[config.mk]
export PLATFORM = sky130hd
export DESIGN_NAME = sync_fifo_param
export DESIGN_NICKNAME = d
export VERILOG_FILES = /design/src/rtl/sync_fifo_param.sv
export SDC_FILE = /design/constraint.sdc
export NUM_CORES = 1
export LEC_CHECK = 0
export ABC_AREA = 1
export CORE_MARGIN = 1
export CORE_UTILIZATION = 55
export DETAILED_ROUTE_END_ITERATION = 6
export GPL_TIMING_DRIVEN = 0
export PLACE_DENSITY_LB_ADDON = 0.12
export SYNTH_ARGS = -nofsm -noshare
export SYNTH_HDL_FRONTEND = slang
export SYNTH_SLANG_ARGS = --single-unit
[constraint.sdc]
create_clock -name clk -period 2.8 [get_ports clk]
set_input_delay 0.28 -clock clk [delete_from_list [all_inputs] [get_ports clk]]
set_output_delay 0.28 -clock clk [all_outputs]
set_load 0.01 [all_outputs]
[src/rtl/sync_fifo_param.sv]
//==============================================================================
// Module   : sync_fifo_param
// Purpose  : Parametrised single-clock FIFO with registered read data, an
//            occupancy count, full/empty/almost flags and overflow/underflow
//            status. Optional macro FIFO_STICKY_ERR_EN makes the status sticky.
// Revision : 1.0 - initial release
//==============================================================================
`default_nettype none

module sync_fifo_param #(
   parameter int WIDTH    = 8,
   parameter int DEPTH    = 8,
   parameter int AF_LEVEL = DEPTH - 2,
   parameter int AE_LEVEL = 2
) (
   input  logic                     clk,
   input  logic                     rst,
   input  logic                     wen,
   input  logic                     ren,
   input  logic [WIDTH-1:0]         din,
   output logic [WIDTH-1:0]         dout,
   output logic [$clog2(DEPTH):0]   count,
   output logic                     full,
   output logic                     empty,
   output logic                     almost_full,
   output logic                     almost_empty,
   output logic                     overflow,
   output logic                     underflow,
   output logic                     error
);

   localparam int ADDR_W = $clog2(DEPTH);
   localparam int CNT_W  = ADDR_W + 1;

   logic [WIDTH-1:0]  mem [DEPTH];

   logic [ADDR_W-1:0] wptr_q, wptr_d;
   logic [ADDR_W-1:0] rptr_q, rptr_d;
   logic [CNT_W-1:0]  count_q, count_d;
   logic [WIDTH-1:0]  dout_q, dout_d;
   logic              overflow_q, overflow_d;
   logic              underflow_q, underflow_d;

   logic              wr_acc;
   logic              rd_acc;
   logic              ovf_evt;
   logic              unf_evt;

   // Status flags are decoded from the registered count only.
   always_comb begin
      full         = (count_q == CNT_W'(DEPTH));
      empty        = (count_q == '0);
      almost_full  = (count_q >= CNT_W'(AF_LEVEL));
      almost_empty = (count_q <= CNT_W'(AE_LEVEL));
   end

   // A read frees a slot on the same edge, so a full FIFO still takes a write
   // alongside a read. An empty FIFO never bypasses write data to the reader.
   always_comb begin
      wr_acc  = wen && (!full || ren);
      rd_acc  = ren && !empty;
      ovf_evt = wen && full && !ren;
      unf_evt = ren && empty;
   end

   always_comb begin
      wptr_d  = wptr_q;
      rptr_d  = rptr_q;
      count_d = count_q;
      dout_d  = dout_q;

      if (wr_acc) begin
         wptr_d = wptr_q + ADDR_W'(1);
      end

      if (rd_acc) begin
         rptr_d = rptr_q + ADDR_W'(1);
         dout_d = mem[rptr_q];
      end

      case ({wr_acc, rd_acc})
         2'b10:   count_d = count_q + CNT_W'(1);
         2'b01:   count_d = count_q - CNT_W'(1);
         default: count_d = count_q;
      endcase
   end

   always_comb begin
`ifdef FIFO_STICKY_ERR_EN
      overflow_d  = overflow_q  | ovf_evt;
      underflow_d = underflow_q | unf_evt;
`else
      overflow_d  = ovf_evt;
      underflow_d = unf_evt;
`endif
   end

   always_ff @(posedge clk or posedge rst) begin
      if (rst) begin
         wptr_q      <= '0;
         rptr_q      <= '0;
         count_q     <= '0;
         dout_q      <= '0;
         overflow_q  <= 1'b0;
         underflow_q <= 1'b0;
      end else begin
         wptr_q      <= wptr_d;
         rptr_q      <= rptr_d;
         count_q     <= count_d;
         dout_q      <= dout_d;
         overflow_q  <= overflow_d;
         underflow_q <= underflow_d;
      end
   end

   // Storage carries no reset; stale contents are never readable because the
   // count gates every read.
   always_ff @(posedge clk) begin
      if (wr_acc) begin
         mem[wptr_q] <= din;
      end
   end

   always_comb begin
      dout      = dout_q;
      count     = count_q;
      overflow  = overflow_q;
      underflow = underflow_q;
      error     = overflow_q | underflow_q;
   end

endmodule

`default_nettype wire

Word-level counts from Yosys, hierarchy flattened:

Memories as Yosys holds them, arrays and structs flattened. A register that Yosys moved wholly into a read port is not among the register bits.
Cells that the tools add are included.

* bits in registers: 12
* RAM bits: 64
* input port bits: 12
* output and inout bits: 19
* logic and storage cells: 30
* memories kept: 1

* add/subtract/negate cells: 4
* $lt $le $gt $ge: 2
* equality and inequality tests: 3
* muxes and demuxes: 3
* bitwise logic cells: 1
* reduce and logical (&&, ||, !) cells: 11

Memory list
* mem: depth 8, width 8, rd ports 1, clocked after Yosys merged registers in 1, write ports 1, line 35 `logic [WIDTH-1:0] mem [DEPTH];`

Operators by type and width (count)
* 4-bit case mux with 2 select lines: 1
* 3-bit by 1-bit adder with 3-bit output (second input constant): 2
* 1-bit logical AND: 5
* 4-bit by 1-bit adder with 4-bit output (second input constant): 1
* 4-bit equality test (second input constant): 1
* 4-bit by 3-bit greater-or-equal comparator with 1-bit output (second input constant): 1
* 4-bit by 2-bit less-or-equal comparator with 1-bit output (second input constant): 1
* 4-bit zero test: 1
* 4-bit by 1-bit subtractor with 4-bit output (second input constant): 1
* 1-bit zero test: 3
* 2-bit by 1-bit equality test with 1-bit output (second input constant): 1
* 2-bit equality test (second input constant): 1
* 1-bit 2-to-1 mux: 2
* 2-bit nonzero test: 1
* 1-bit logical OR: 1
* 1-bit OR: 1

Longest topological paths before layout:

* depth after elaboration: 6
* mapped depth: 14
* mapped depth without buffers: 14

Least setup slack after synthesis:

No wires, ideal clock.

* path type: register to register
* start point: register count_q[0], in the netlist count[0]
* end point: register count_q[2], in the netlist count[2]
* setup time: 128 ps
* data arrival time: 1874 ps
* data required time: 2672 ps
* setup slack: 798 ps
* stages on the path, launching flop included: 13
* buffers on the path: 1
* period minus slack after synthesis: 2002 ps
* cells stage by stage: dfrtp_1 > nor2_2 > nand2_1 > nand2_4 > inv_2 > buf_6 > ha_1 > nor2_1 > nor2_1 > ha_1 > a21oi_1 > xor2_1 > o21ai_0

* elaborated cells between the ends (all ways): 13
* classes of those cells: 2 x add/sub; 3 x eq/ne; 1 x mux; 7 x reduce/logical

RTL lines
* start, declared: line 39 `logic [CNT_W-1:0] count_q, count_d;`
* start signal, assigned: line 109 `count_q <= count_d;`
* 4-bit zero test *: line 52 `empty = (count_q == '0);`
* 1-bit zero test *: line 61 `rd_acc = ren && !empty;`
* 1-bit logical AND *: line 61
* via rd_acc: line 45 `logic rd_acc;`
* 2-bit by 1-bit equality test with 1-bit output or 2-bit equality test (tied branches): line 81 `case ({wr_acc, rd_acc})`
* 4-bit case mux with 2 select lines or 2-bit nonzero test (tied branches)

Mark *: on every way through the listed nets, which the timed path passes. The rest lies on a longest branch.
A chain may end at the register's enable or synchronous reset.

Worst setup path in the final report:

* start point: register count_q[2], in the netlist count[2]
* end point: register count_q[2], in the netlist count[2]

Same word-level chain as after synthesis.

==> impl_metrics.json <==
{
  "wl_per_cell_um": 15.9,
  "synth_top_cell_by_area": "edfxtp_1",
  "layout_min_cycle_time_ns": 2.25,
  "ys_types": 24,
  "setup_slack_ns": 0.545,
  "drtIter0Drc": 190,
  "synth-seq-cells": 84,
  "synth_warnings": 0,
  "grt_pass1_wl_um": 11300,
  "antenna_left": 0,
  "grt_pass1_vias": 2252,
  "clock_latency_ns": 0.35,
  "grt_usage_pct": 23.7,
  "yosysSeqAreaShare_pct": 68.5,
  "clkPwrFrac_pct": 22.6,
  "grt_max_degree": 21,
  "synth.area.top_cells": "edfxtp_1 (54%), dfrtp_1 (14%), nor2_1 (7.7%)",
  "routed_wl_um": 6970,
  "numPortBuffers": 30,
  "internal-power_mw": 2.78,
  "skew_ns": 0.00859,
  "p_sw_mw": 1.60,
  "drc_errors": 0,
  "p_leak_nw": 1.64,
  "nets": 376,
  "die_h_um": 82.2,
  "drv_cap": 0,
  "arrival_ns": 2.49,
  "vias": 2346,
  "period_share_pct": 80.5,
  "cts_hold_buffers": 0,
  "ir_drop_v": 0.000601,
  "antenna_found_initial": 0,
  "netlist_area_mm2": 0.00354,
  "holdWs_ns": 0.375,
  "ios": 31,
  "cts_max_path_buffers": 2,
  "syn_nets": 335,
  "final_common_cell": "nor2_1",
  "setup.worst_path.start": "count[2]",
  "instances_no_fill": 439,
  "fillers": 447,
  "preCtsSetupSlack_ns": 0.523,
  "pwr-share-seq_pct": 39.7,
  "start_util_pct": 58.4,
  "via_per_inst": 5.34,
  "grt_overflow_total": 0,
  "die_x_um": 82.2,
  "slew_viol_final": 0,
  "area_growth_pct": 17.7,
  "rsz0062_at_grt": "false",
  "tritoncts": "yes",
  "cp_common_cell": "nor2_1",
  "cp_max_fo": 11,
  "setup_viol": 0,
  "total_power_mw": 4.38,
  "min_path_type": "in -> async",
  "tns_ns": 0,
  "cts_resized": 0,
  "dieArea_mm2": 0.00676,
  "worstMarginPinSlew_ns": 0.794,
  "coreArea_mm2": 0.00606,
  "cts.sinks": 84,
  "cpMaxStageDelayCell": "dfrtp_1",
  "swShare_pct": 36.5,
  "status": "completed",
  "combPwrFrac_pct": 37.7,
  "p_per_area_mw_per_mm2": 1050,
  "floorplan.rows": 28,
  "ff2ff_setup_slack_ns": 0.55,
  "n_antenna_cell": 0,
  "htree_levels": 3,
  "fmax_mhz": 443,
  "critPathMaxStageDelay_ns": 0.45,
  "gp_congestion": 0.845,
  "end_kind": "flop",
  "drive_gt1_share_pct": 12.1,
  "post_cts_buffers": 0,
  "synth.avg_cell_area_um2": 11.1,
  "yosysTopAreaCellShare_pct": 54.3,
  "worstPathRequired_ns": 3.03,
  "startpoint_type": "flop",
  "hpwlAfterDp_um": 4810,
  "cts_root_buffer": "clkbuf_8",
  "dr.pass1.iters": 5,
  "r2r-start": "count[2]",
  "critical_path_class": "reg -> reg",
  "crit_chain": "nor2_1 > nand2_1 > nand2_4 > inv_2 > buf_6 > ha_1 > nor2_1 > nor2_1 > ha_1 > a21oi_1 > xor2_1 > o21ai_0",
  "dp.cells": 423,
  "syn_inst": 318,
  "cts.reportedPaths.clkPinSlew_ns": 0.09,
  "slew_headroom_pct": 47.0,
  "final_cell_mix": "nor2_1 (73), edfxtp_1 (64), nand2_1 (40)",
  "cts_buffers": 9,
  "hold_viol": 0
}
-- Yosys cell counts --
library cell  number
a21oi_1            1
buf_2              6
buf_4              2
buf_6              1
clkbuf_2           3
clkinv_1           1
dfrtp_1           20
edfxtp_1          64
ha_1               5
inv_1             14
inv_2              4
nand2_1           40
nand2_2            1
nand2_4            3
nand3_1           27
nor2_1            73
nor2_2             5
nor2_4             1
o21ai_0           37
o21ai_1            2
or2_2              1
or2_4              1
xnor2_1            3
xor2_1             3
-- flip-flops by register name (all words and copies together), names as in the netlist --
register,count
rptr_q,3
wptr_q,3
overflow,1
underflow,1
dout,8
mem,64
count,4
-- cell families (layout without fill, tap and decap cells) --
kind of cell             Yosys count  count (layout)  synth area share [%]
adder cells (fa/ha/maj)            5               5                  1.77
flip-flops                        84              84                  68.5
AND/OR/NAND/NOR                  152             152                  18.6
XOR/XNOR                           6               6                  1.49
AO/OA/AOI/OAI                     40              40                  5.66
buffers and inverters             31              77                  4.03
-- final cells by class --
cell class                      instances  area (um^2)  area share [%]
Clock buffer                            9          124            2.98
Sequential cell                        84         2420            58.2
Inverter                               19         71.3            1.71
Multi-Input combinational cell        203          972            23.4
Clock inverter                          7          106            2.56
Buffer                                 12         71.3            1.71
Tap cell                               75         93.8            2.25
Timing Repair Buffer                   30          300            7.22
-- routing by layer --
metal	routed length, um	GRT usage, %	share of wire [%]	vias to the layer above
li1	-	-	-	1154
met1	3180	32.8	46	1109
met2	3260	37.4	47	73
met3	452	4.62	6.5	10
met4	77	8.95	1.1	0
met5	0	0	0	-
-- power by group through the flow --
stage,combinational (mW),sequential (mW),clock (mW)
after floorplan,1.03,1.78,0
after global placement,1.61,1.75,0
after detailed placement,1.65,1.76,0
after CTS,1.67,1.74,1.00
after global routing,1.88,1.77,1.05
final,1.66,1.74,0.989
-- worst max-delay path, delay by kind of cell (launching register included) --
family / cells / cell delay (ns)
flip-flops: 1 / 0.45
adder cells (fa/ha/maj): 2 / 0.40
AND/OR/NAND/NOR: 5 / 0.67
buffers and inverters: 2 / 0.20
XOR/XNOR: 1 / 0.17
AO/OA/AOI/OAI: 2 / 0.24
-- final timing paths --
path                                  to  cells past startpoint
worst min register to register   dout[7]                      2
worst min-delay path             dout[1]                      2
min in group clk                 dout[7]                      2
max in group asynchronous       count[2]                      2
worst max-delay path            count[2]                     12
worst max register to register  count[2]                     12
-- per-stage QoR --
| step | cell area (um^2) | utilization (%) |
|---|---|---|
| global route | 4160 | 68.7 |
| global placement | 3930 | 64.9 |
| detailed placement | 3930 | 64.9 |
| finish | 4160 | 68.7 |
| floorplan | 3540 | - |
| CTS | 4160 | 68.7 |
Note: power is estimated with default switching activity, not from simulation.
